[config.mk]
export PLATFORM = sky130hd
export DESIGN_NAME = mem_bus_arbiter_flat
export DESIGN_NICKNAME = d
export VERILOG_FILES = /design/src/rtl/mem_bus_arbiter_if.sv /design/src/rtl/mem_bus_arbiter.sv /design/src/flat_wrapper.sv
export SDC_FILE = /design/constraint.sdc
export NUM_CORES = 1
export LEC_CHECK = 0
export ABC_AREA = 1
export BUFFER_PORTS_ARGS = -buffer_cell sky130_fd_sc_hd__clkbuf_2
export CAP_MARGIN = 20
export CORE_ASPECT_RATIO = 0.9
export CORE_MARGIN = 2
export CORE_UTILIZATION = 38
export DETAILED_ROUTE_END_ITERATION = 8
export PLACE_DENSITY_LB_ADDON = 0.05
export SLEW_MARGIN = 20
export SYNTH_ARGS = -nofsm -noshare
export SYNTH_HDL_FRONTEND = slang
export SYNTH_SLANG_ARGS = --single-unit
[constraint.sdc]
create_clock -name clk -period 2.3 [get_ports clk]
set_input_delay 0.46 -clock clk [delete_from_list [all_inputs] [get_ports clk]]
set_output_delay 0.46 -clock clk [all_outputs]
set_load 0.05 [all_outputs]
[src/rtl/mem_bus_arbiter_if.sv]
// Signal bundle between the two bus requesters, the memory/IO decode and the arbiter.
// The slave modport is the arbiter's view; the master modport is the view of the requesters and bus.
interface mem_bus_arbiter_if #(
    parameter int AW = 9,
    parameter int DW = 16
);
    logic [1:0]    req0_cmd;
    logic [AW-1:0] req0_addr;
    logic [DW-1:0] req0_wdata;
    logic          req0_ack;
    logic [DW-1:0] req0_rdata;

    logic [1:0]    req1_cmd;
    logic [AW-1:0] req1_addr;
    logic [DW-1:0] req1_wdata;
    logic          req1_ack;
    logic [DW-1:0] req1_rdata;

    logic [1:0]    bus_cmd;
    logic [AW-1:0] bus_addr;
    logic [DW-1:0] bus_wdata;
    logic [DW-1:0] bus_rdata;

    logic [1:0]    grant;
    logic          busy;

    modport slave (
        input  req0_cmd, req0_addr, req0_wdata,
        input  req1_cmd, req1_addr, req1_wdata,
        input  bus_rdata,
        output req0_ack, req0_rdata,
        output req1_ack, req1_rdata,
        output bus_cmd, bus_addr, bus_wdata,
        output grant, busy
    );

    modport master (
        output req0_cmd, req0_addr, req0_wdata,
        output req1_cmd, req1_addr, req1_wdata,
        output bus_rdata,
        input  req0_ack, req0_rdata,
        input  req1_ack, req1_rdata,
        input  bus_cmd, bus_addr, bus_wdata,
        input  grant, busy
    );
endinterface

[src/rtl/mem_bus_arbiter.sv]
// Two-port arbiter sharing the RAM / memory-mapped IO bus between the CPU (port 0) and a secondary master (port 1).
// Define ARB_ROUND_ROBIN_EN for round-robin arbitration; by default port 0 has priority with a MAX_HOLD starvation guard.
module mem_bus_arbiter #(
    parameter int AW       = 9,
    parameter int DW       = 16,
    parameter int RD_LAT   = 1,
    parameter int MAX_HOLD = 4
) (
    input  logic             clk,
    input  logic             reset,
    mem_bus_arbiter_if.slave mbus
);

    localparam logic [1:0] CMD_NONE  = 2'b00;
    localparam logic [1:0] CMD_READ  = 2'b01;
    localparam logic [1:0] CMD_WRITE = 2'b10;

    typedef enum logic [1:0] {
        IDLE,
        ACCESS,
        WAIT,
        DONE
    } state_t;

    state_t        state;
    state_t        next_state;

    logic [1:0]    lat_cmd;
    logic [AW-1:0] lat_addr;
    logic [DW-1:0] lat_wdata;
    logic          owner;
    logic [2:0]    wait_cnt;
    logic [DW-1:0] rdata0_q;
    logic [DW-1:0] rdata1_q;

    logic          valid0;
    logic          valid1;
    logic          any_valid;
    logic          pick1;

    // Command 11 is treated exactly like "no request".
    assign valid0    = (mbus.req0_cmd == CMD_READ) || (mbus.req0_cmd == CMD_WRITE);
    assign valid1    = (mbus.req1_cmd == CMD_READ) || (mbus.req1_cmd == CMD_WRITE);
    assign any_valid = valid0 || valid1;

`ifdef ARB_ROUND_ROBIN_EN
    logic last_owner;

    assign pick1 = valid1 && (!valid0 || !last_owner);

    always_ff @(posedge clk or posedge reset) begin
        if (reset) begin
            last_owner <= 1'b0;
        end else if (state == IDLE && any_valid) begin
            last_owner <= pick1;
        end
    end
`else
    localparam int HW = $clog2(MAX_HOLD + 1);

    logic [HW-1:0] hold_cnt;

    // Port 1 only overrides port 0 once port 0 has been granted MAX_HOLD times in a row while port 1 waited.
    assign pick1 = valid1 && (!valid0 || (hold_cnt == HW'(MAX_HOLD)));

    always_ff @(posedge clk or posedge reset) begin
        if (reset) begin
            hold_cnt <= '0;
        end else if (state == IDLE && any_valid) begin
            if (valid0 && valid1 && !pick1) begin
                hold_cnt <= hold_cnt + HW'(1);
            end else begin
                hold_cnt <= '0;
            end
        end
    end
`endif

    always_ff @(posedge clk or posedge reset) begin
        if (reset) begin
            state <= IDLE;
        end else begin
            state <= next_state;
        end
    end

    always_comb begin
        next_state = state;
        case (state)
            IDLE:    if (any_valid) next_state = ACCESS;
            ACCESS:  next_state = (lat_cmd == CMD_READ) ? WAIT : DONE;
            WAIT:    if (wait_cnt == 3'd1) next_state = DONE;
            DONE:    next_state = IDLE;
            default: next_state = IDLE;
        endcase
    end

    // Requests are latched in IDLE so the arbiter ignores requester inputs for the rest of the transaction.
    always_ff @(posedge clk or posedge reset) begin
        if (reset) begin
            lat_cmd   <= CMD_NONE;
            lat_addr  <= '0;
            lat_wdata <= '0;
            owner     <= 1'b0;
            wait_cnt  <= '0;
            rdata0_q  <= '0;
            rdata1_q  <= '0;
        end else begin
            case (state)
                IDLE: begin
                    if (any_valid) begin
                        owner     <= pick1;
                        lat_cmd   <= pick1 ? mbus.req1_cmd   : mbus.req0_cmd;
                        lat_addr  <= pick1 ? mbus.req1_addr  : mbus.req0_addr;
                        lat_wdata <= pick1 ? mbus.req1_wdata : mbus.req0_wdata;
                    end
                end
                ACCESS: begin
                    wait_cnt <= 3'(RD_LAT);
                end
                WAIT: begin
                    wait_cnt <= wait_cnt - 3'd1;
                    if (wait_cnt == 3'd1) begin
                        if (owner) begin
                            rdata1_q <= mbus.bus_rdata;
                        end else begin
                            rdata0_q <= mbus.bus_rdata;
                        end
                    end
                end
                default: begin
                end
            endcase
        end
    end

    // The read command stays on the bus through WAIT so the RAM / switch tristates remain enabled.
    always_comb begin
        mbus.bus_cmd  = CMD_NONE;
        mbus.grant    = 2'b00;
        mbus.busy     = 1'b0;
        mbus.req0_ack = 1'b0;
        mbus.req1_ack = 1'b0;
        case (state)
            ACCESS, WAIT: begin
                mbus.bus_cmd = lat_cmd;
                mbus.grant   = owner ? 2'b10 : 2'b01;
                mbus.busy    = 1'b1;
            end
            DONE: begin
                mbus.grant    = owner ? 2'b10 : 2'b01;
                mbus.busy     = 1'b1;
                mbus.req0_ack = !owner;
                mbus.req1_ack = owner;
            end
            default: begin
            end
        endcase
    end

    assign mbus.bus_addr   = lat_addr;
    assign mbus.bus_wdata  = lat_wdata;
    assign mbus.req0_rdata = rdata0_q;
    assign mbus.req1_rdata = rdata1_q;

endmodule

[src/flat_wrapper.sv]
// flat-port wrapper written by rule: the top's interface ports become plain ports
module mem_bus_arbiter_flat 
#(
    parameter int AW       = 9,
    parameter int DW       = 16,
    parameter int RD_LAT   = 1,
    parameter int MAX_HOLD = 4
)
  (clk, reset, mbus_req0_cmd, mbus_req0_addr, mbus_req0_wdata, mbus_req1_cmd, mbus_req1_addr, mbus_req1_wdata, mbus_bus_rdata, mbus_req0_ack, mbus_req0_rdata, mbus_req1_ack, mbus_req1_rdata, mbus_bus_cmd, mbus_bus_addr, mbus_bus_wdata, mbus_grant, mbus_busy);
  mem_bus_arbiter_if #(.AW(AW), .DW(DW)) mbus_i ();
  input  logic clk;
  input  logic reset;
  input wire logic [$bits(mbus_i.req0_cmd)-1:0] mbus_req0_cmd;
  input wire logic [$bits(mbus_i.req0_addr)-1:0] mbus_req0_addr;
  input wire logic [$bits(mbus_i.req0_wdata)-1:0] mbus_req0_wdata;
  input wire logic [$bits(mbus_i.req1_cmd)-1:0] mbus_req1_cmd;
  input wire logic [$bits(mbus_i.req1_addr)-1:0] mbus_req1_addr;
  input wire logic [$bits(mbus_i.req1_wdata)-1:0] mbus_req1_wdata;
  input wire logic [$bits(mbus_i.bus_rdata)-1:0] mbus_bus_rdata;
  output wire logic [$bits(mbus_i.req0_ack)-1:0] mbus_req0_ack;
  output wire logic [$bits(mbus_i.req0_rdata)-1:0] mbus_req0_rdata;
  output wire logic [$bits(mbus_i.req1_ack)-1:0] mbus_req1_ack;
  output wire logic [$bits(mbus_i.req1_rdata)-1:0] mbus_req1_rdata;
  output wire logic [$bits(mbus_i.bus_cmd)-1:0] mbus_bus_cmd;
  output wire logic [$bits(mbus_i.bus_addr)-1:0] mbus_bus_addr;
  output wire logic [$bits(mbus_i.bus_wdata)-1:0] mbus_bus_wdata;
  output wire logic [$bits(mbus_i.grant)-1:0] mbus_grant;
  output wire logic [$bits(mbus_i.busy)-1:0] mbus_busy;
  assign mbus_i.req0_cmd = mbus_req0_cmd;
  assign mbus_i.req0_addr = mbus_req0_addr;
  assign mbus_i.req0_wdata = mbus_req0_wdata;
  assign mbus_i.req1_cmd = mbus_req1_cmd;
  assign mbus_i.req1_addr = mbus_req1_addr;
  assign mbus_i.req1_wdata = mbus_req1_wdata;
  assign mbus_i.bus_rdata = mbus_bus_rdata;
  assign mbus_req0_ack = mbus_i.req0_ack;
  assign mbus_req0_rdata = mbus_i.req0_rdata;
  assign mbus_req1_ack = mbus_i.req1_ack;
  assign mbus_req1_rdata = mbus_i.req1_rdata;
  assign mbus_bus_cmd = mbus_i.bus_cmd;
  assign mbus_bus_addr = mbus_i.bus_addr;
  assign mbus_bus_wdata = mbus_i.bus_wdata;
  assign mbus_grant = mbus_i.grant;
  assign mbus_busy = mbus_i.busy;
  mem_bus_arbiter #(.AW(AW), .DW(DW), .RD_LAT(RD_LAT), .MAX_HOLD(MAX_HOLD)) u_core (.clk(clk), .reset(reset), .mbus(mbus_i));
endmodule
==> results of run 1 <==
-- critical path, stage by stage, from the launching register on --
cell,delay [ns]
dfrtp_1,0.42
inv_1,0.11
ha_1,0.41
nand2_1,0.07
inv_1,0.06
clkbuf_2,0.26
-- cell usage after synthesis --
library cell / instances
nand2_8: 1
o22ai_1: 1
nand2_2: 7
dfrtp_1: 68
buf_2: 5
buf_6: 4
xor2_1: 1
clkbuf_1: 4
clkinv_4: 1
buf_4: 2
nand3_2: 10
o21ai_1: 1
nand3_1: 49
nand3_4: 1
ha_1: 9
nand2_4: 2
inv_1: 84
o21ai_0: 37
inv_2: 2
nand2_1: 133
nor2_1: 10
buf_8: 3
nor3b_1: 1
a21oi_1: 1
-- cell type report --
class                   instances  area, µm²
fillers                       920       4640
flip-flops and latches         68       1700
multi-input cells             264       1320
repair buffers                140        726
inverters                      87        332
well taps                     122        153
clock buffers                   9        124
clock inverters                 7       50.0
-- registers in the layout (all words and copies together) (netlist names) --
| name | count |
|---|---|
| u_core.owner | 1 |
| u_core.mbus.req0_rdata | 16 |
| u_core.mbus.bus_wdata | 16 |
| u_core.state | 2 |
| u_core.wait_cnt | 3 |
| u_core.mbus.req1_rdata | 16 |
| u_core.hold_cnt | 3 |
| u_core.mbus.bus_addr | 9 |
| u_core.lat_cmd | 2 |
-- stage by stage --
step                hold slack (ns)  setup WS (ns)  utilization, %
finish                        0.200          0.168            48.7
CTS                           0.214          0.134            48.7
floorplan                     0.471          0.128               -
detailed placement            0.467          0.523            46.8
global route                  0.241         0.0118            48.7
global placement              0.462          0.559            46.8
-- final timing paths --
kind                                                    to  slack (ns)  depth (start not counted)
worst max register to register    u_core.mbus.bus_wdata[8]        0.57                          8
worst min-delay path                     u_core.lat_cmd[0]        0.20                          2
worst min register to register   u_core.mbus.bus_wdata[14]        0.48                          2
min in group clk                u_core.mbus.req1_rdata[12]        0.35                          3
worst max-delay path                       mbus_bus_cmd[1]        0.17                          5
max in group asynchronous        u_core.mbus.req0_rdata[2]        1.48                          3
-- power by group through the flow --
stage	logic (mW)	registers (mW)	clock network [mW]
after floorplan	1.47	3.86	0
after global placement	4.07	2.14	0
after detailed placement	4.10	2.14	0
after CTS	4.10	2.14	0.931
after global routing	4.39	2.21	0.977
final	4.04	2.14	0.882
-- logic make-up after synthesis --
kind of cell	count (synthesis)	share of synthesized area [%]
AOI/OAI and AO/OA	40	5.76
xor gates and xnor gates	1	0.251
adders and majority gates	9	3.22
buffers and inverters	105	13.6
DFF	68	48.7
and+or+nand+nor	214	28.4
-- metal layers --
| layer | GRT usage, % | wire (µm) | up-vias |
|---|---|---|---|
| met5 | 0 | 0 | - |
| met4 | 6.00 | 155 | 0 |
| met3 | 6.28 | 470 | 17 |
| met2 | 28.4 | 3870 | 79 |
| met1 | 21.2 | 3720 | 1369 |
| li1 | - | - | 1583 |
==> flow_summary.json, run 1 <==
{
  "ios": 136,
  "design_area_um2": 4400,
  "area_growth_pct": 26.0,
  "grt_pass1_vias": 2959,
  "die_y_um": 95.0,
  "cp.required_ns": 1.84,
  "numPlacedInstances": 681,
  "syn_inst": 437,
  "clk_pin_slew_ns": 0.08,
  "place.gp.congestion": 0.731,
  "p_int_mw": 3.09,
  "sw_frac_of_total_pct": 56.3,
  "max-vdd-ir-drop_mv": 0.655,
  "layout_common_cells": "clkbuf_2 (135), nand2_1 (133), inv_1 (83)",
  "hold_path.class": "input pin to async pin",
  "maxSlewViolCount": 0,
  "yosysTopAreaCellShare_pct": 48.7,
  "max-clock-path-buffers": 2,
  "yosysSeqAreaShare_pct": 48.7,
  "yosys.cell_types.count": 24,
  "io_buffers": 135,
  "post_cts_buffers": 0,
  "crit_path_start": "u_core.state[0]",
  "tightest_slew_ns": 0.671,
  "rr_startpoint": "u_core.hold_cnt[0]",
  "hold_buffers": 0,
  "crit_path_start_kind": "flop",
  "cts-buffers-inserted": 9,
  "crit_type": "flop to output pin",
  "final_common_cell": "clkbuf_2",
  "wl_per_cell_um": 11.8,
  "final_cells": 697,
  "end_kind": "output pin",
  "avgSynthCellArea_um2": 8.00,
  "die_area_um2": 9980,
  "syn_nets": 518,
  "drtIter0Drc": 138,
  "maxCapViolations": 0,
  "rows": 33,
  "clkSinkCount": 68,
  "diodes": 0,
  "yosysWarningCount": 0,
  "pwr-share-comb_pct": 57.3,
  "final.setup.tns_ns": 0,
  "ant_nets": 0,
  "hold_viol": 0,
  "grt_use_total_pct": 17.3,
  "dr.pass1.iters": 4,
  "nets": 651,
  "clk_latency_ns": 0.35,
  "maxSlewHeadroom_pct": 55.2,
  "rsz0062_at_grt": "false",
  "p_leak_nw": 2.66,
  "powerDensity_nw_per_um2": 1600,
  "clockPowerShare_pct": 12.5,
  "drc": 0,
  "grt_pass1_wl_um": 13500,
  "fmax_ghz": 0.469,
  "min_period_ns": 2.13,
  "grt_max_degree": 37,
  "vias": 3048,
  "post-route-period-util_pct": 92.7,
  "path_max_fanout": 7,
  "switchingPower_mw": 3.98,
  "dpl.hpwl_um": 5780,
  "root_buffer": "clkbuf_8",
  "seqPwrFrac_pct": 30.2,
  "synth_area_leader_cell": "dfrtp_1",
  "finalPower_mw": 7.06,
  "tritoncts": "yes",
  "synth-seq-cells": 68,
  "htreeDepth": 3,
  "antenna_found_initial": 0,
  "initial_core_util_pct": 38.6,
  "grt_overflow": 0,
  "setup_viol": 0,
  "core_area_um2": 9040,
  "arrival_ns": 1.67,
  "ctsResizeCount": 0,
  "drive_gt1_share_pct": 31.5,
  "synth_area_leaders": "dfrtp_1 (49%), nand2_1 (14%), inv_1 (9.0%)",
  "fp.dieW_um": 105,
  "wirelength_um": 8220,
  "avgViaCountPerCell": 4.37,
  "syn_area_um2": 3490,
  "finalClockSkew_ns": 0.0107,
  "place_area_um2": 4230,
  "outcome": "finished clean"
}
Note: power is estimated with default switching activity, not from simulation.
==> run 2, diff against run 1 <==
--- a/config.mk
+++ b/config.mk
@@ -12,6 +12,7 @@
 export CORE_MARGIN = 2
 export CORE_UTILIZATION = 38
 export DETAILED_ROUTE_END_ITERATION = 8
+export GPL_TIMING_DRIVEN = 0
 export PLACE_DENSITY_LB_ADDON = 0.05
 export SLEW_MARGIN = 20
 export SYNTH_ARGS = -nofsm -noshare
==> flow_summary.json, run 2 (synthesis results as in run 1) <==
{
  "io_buffers": 135,
  "wl_per_cell_um": 12.0,
  "path_depth": 5,
  "clkSinkCount": 68,
  "max-vdd-ir-drop_mv": 0.877,
  "final_cells": 711,
  "antenna_found_initial": 0,
  "tritoncts": "yes",
  "post-route-period-util_pct": 92.6,
  "hold_viol": 0,
  "maxCapViolations": 0,
  "sw_frac_of_total_pct": 55.9,
  "final_common_cell": "clkbuf_2",
  "maxSlewViolCount": 0,
  "worst-r2r-cell-count": 6,
  "avgViaCountPerCell": 4.39,
  "fmax_ghz": 0.470,
  "rr_startpoint": "u_core.state[0]",
  "root_buffer": "clkbuf_8",
  "outcome": "finished clean",
  "final.setup.tns_ns": 0,
  "setup_viol": 0,
  "ios": 136,
  "end_kind": "output pin",
  "maxSlewHeadroom_pct": 68.3,
  "cts-buffers-inserted": 9,
  "ctsResizeCount": 0,
  "grt_use_total_pct": 17.7,
  "core_area_um2": 9040,
  "wirelength_um": 8540,
  "seqPwrFrac_pct": 29.6,
  "grt_pass1_vias": 2909,
  "fp.dieW_um": 105,
  "dr.pass1.iters": 4,
  "diodes": 0,
  "min_period_ns": 2.13,
  "hold_buffers": 0,
  "hold_path.class": "input pin to async pin",
  "tightest_slew_ns": 0.475,
  "die_area_um2": 9980,
  "post_cts_buffers": 0,
  "cp_num_buf_inv": 3,
  "path_max_fanout": 7,
  "vias": 3121,
  "final_core_util_pct": 50.1,
  "numPlacedInstances": 695,
  "place.gp.congestion": 0.777,
  "arrival_ns": 1.67,
  "clk_pin_slew_ns": 0.09,
  "crit_type": "flop to output pin",
  "drive_gt1_share_pct": 32.6,
  "pwr-share-comb_pct": 57.6,
  "p_int_mw": 3.19,
  "timing.critical_path.mode_cell": "inv_1",
  "ant_nets": 0,
  "layout_common_cells": "clkbuf_2 (135), nand2_1 (133), inv_1 (83)",
  "die_y_um": 95.0,
  "cpPeakStageDelay_ns": 0.43,
  "rows": 33,
  "initial_core_util_pct": 38.6,
  "drtIter0Drc": 70,
  "switchingPower_mw": 4.05,
  "fillers": 927,
  "area_growth_pct": 29.8,
  "powerDensity_nw_per_um2": 1600,
  "grt_pass1_wl_um": 14100,
  "grt_overflow": 0,
  "dpl_worst_slack_ns": 0.501,
  "path_delay_family": "flip-flops",
  "max-clock-path-buffers": 2,
  "p_leak_nw": 2.73,
  "nets": 665,
  "htreeDepth": 3,
  "clockPowerShare_pct": 12.7,
  "grt_max_degree": 53,
  "cp_cell_sequence": "inv_1, ha_2, nand2_1, inv_1, clkbuf_2",
  "rsz0062_at_grt": "false",
  "drc": 0,
  "crit_path_start_kind": "flop",
  "cp.required_ns": 1.84,
  "finalClockSkew_ns": 0.0161,
  "clk_latency_ns": 0.35,
  "r2r_setup_slack_ns": 0.60,
  "cp_slowest_cell": "dfrtp_1",
  "timing.final.ws_setup_ns": 0.171,
  "dpl.hpwl_um": 6320,
  "r2r-end": "u_core.mbus.req1_rdata[3]"
}
run 2: cell types whose count changed in the layout (fill, tap and decap cells not counted), moves of 2 or more:
cell / before / now
inv_6: 2 / 4
clkbuf_1: 0 / 4
buf_6: 0 / 4
buf_2: 0 / 5
buf_4: 4 / 2
buf_8: 0 / 3
run 2: per-stage QoR:
stage	hold slack [ns]	power, mW	instance area [µm²]
2_1_floorplan	0.471	5.33	3490
3_3_place_gp	0.463	6.33	4320
3_5_place_dp	0.409	6.38	4350
4_1_cts	0.0254	7.32	4530
5_1_grt	0.0426	7.76	4530
6_report	0.0341	7.23	4530
run 2: layer usage:
| metal | track usage (%) | vias up | wire (µm) |
|---|---|---|---|
| li1 | - | 1616 | - |
| met1 | 25.2 | 1412 | 4060 |
| met2 | 27.1 | 87 | 3920 |
| met3 | 4.28 | 6 | 482 |
| met4 | 5.11 | 0 | 78 |
| met5 | 0 | - | 0 |
run 2: worst max path at each step:
stage / slack (ns) / to / from
finish: 0.17 / mbus_bus_cmd[1] / u_core.state[0]
global route: 0.04 / mbus_bus_cmd[1] / u_core.state[0]
CTS: 0.11 / mbus_bus_cmd[0] / u_core.state[0]
detailed placement: 0.50 / mbus_bus_cmd[0] / u_core.state[0]
global placement: -0.87 / u_core.mbus.bus_wdata[1] / reset
floorplan: 0.13 / u_core.hold_cnt[0] / reset
run 2: power by group through the flow:
| stage | combinational, mW | sequential (mW) | clock (mW) |
|---|---|---|---|
| global route | 4.55 | 2.21 | 1.00 |
| detailed placement | 4.22 | 2.16 | 0 |
| finish | 4.17 | 2.14 | 0.921 |
| global placement | 4.17 | 2.16 | 0 |
| CTS | 4.22 | 2.15 | 0.952 |
| floorplan | 1.47 | 3.86 | 0 |
run 2: worst reg2reg max path, cell delays in order, from the launching register on:
cell,delay [ns]
dfrtp_1,0.43
inv_1,0.12
ha_1,0.27
nand3_1,0.20
clkbuf_1,0.41
nand2_1,0.09
o21ai_0,0.09
run 2: area by class of cell:
class / instances / area (µm²) / share of cell area [%]
Tap cell: 122 / 153 / 3.37
Sequential cell: 68 / 1700 / 37.5
Clock buffer: 9 / 124 / 2.73
Timing Repair Buffer: 136 / 703 / 15.5
Multi-Input combinational cell: 264 / 1320 / 29.1
Buffer: 18 / 145 / 3.20
Clock inverter: 7 / 55.1 / 1.21
Inverter: 87 / 334 / 7.37
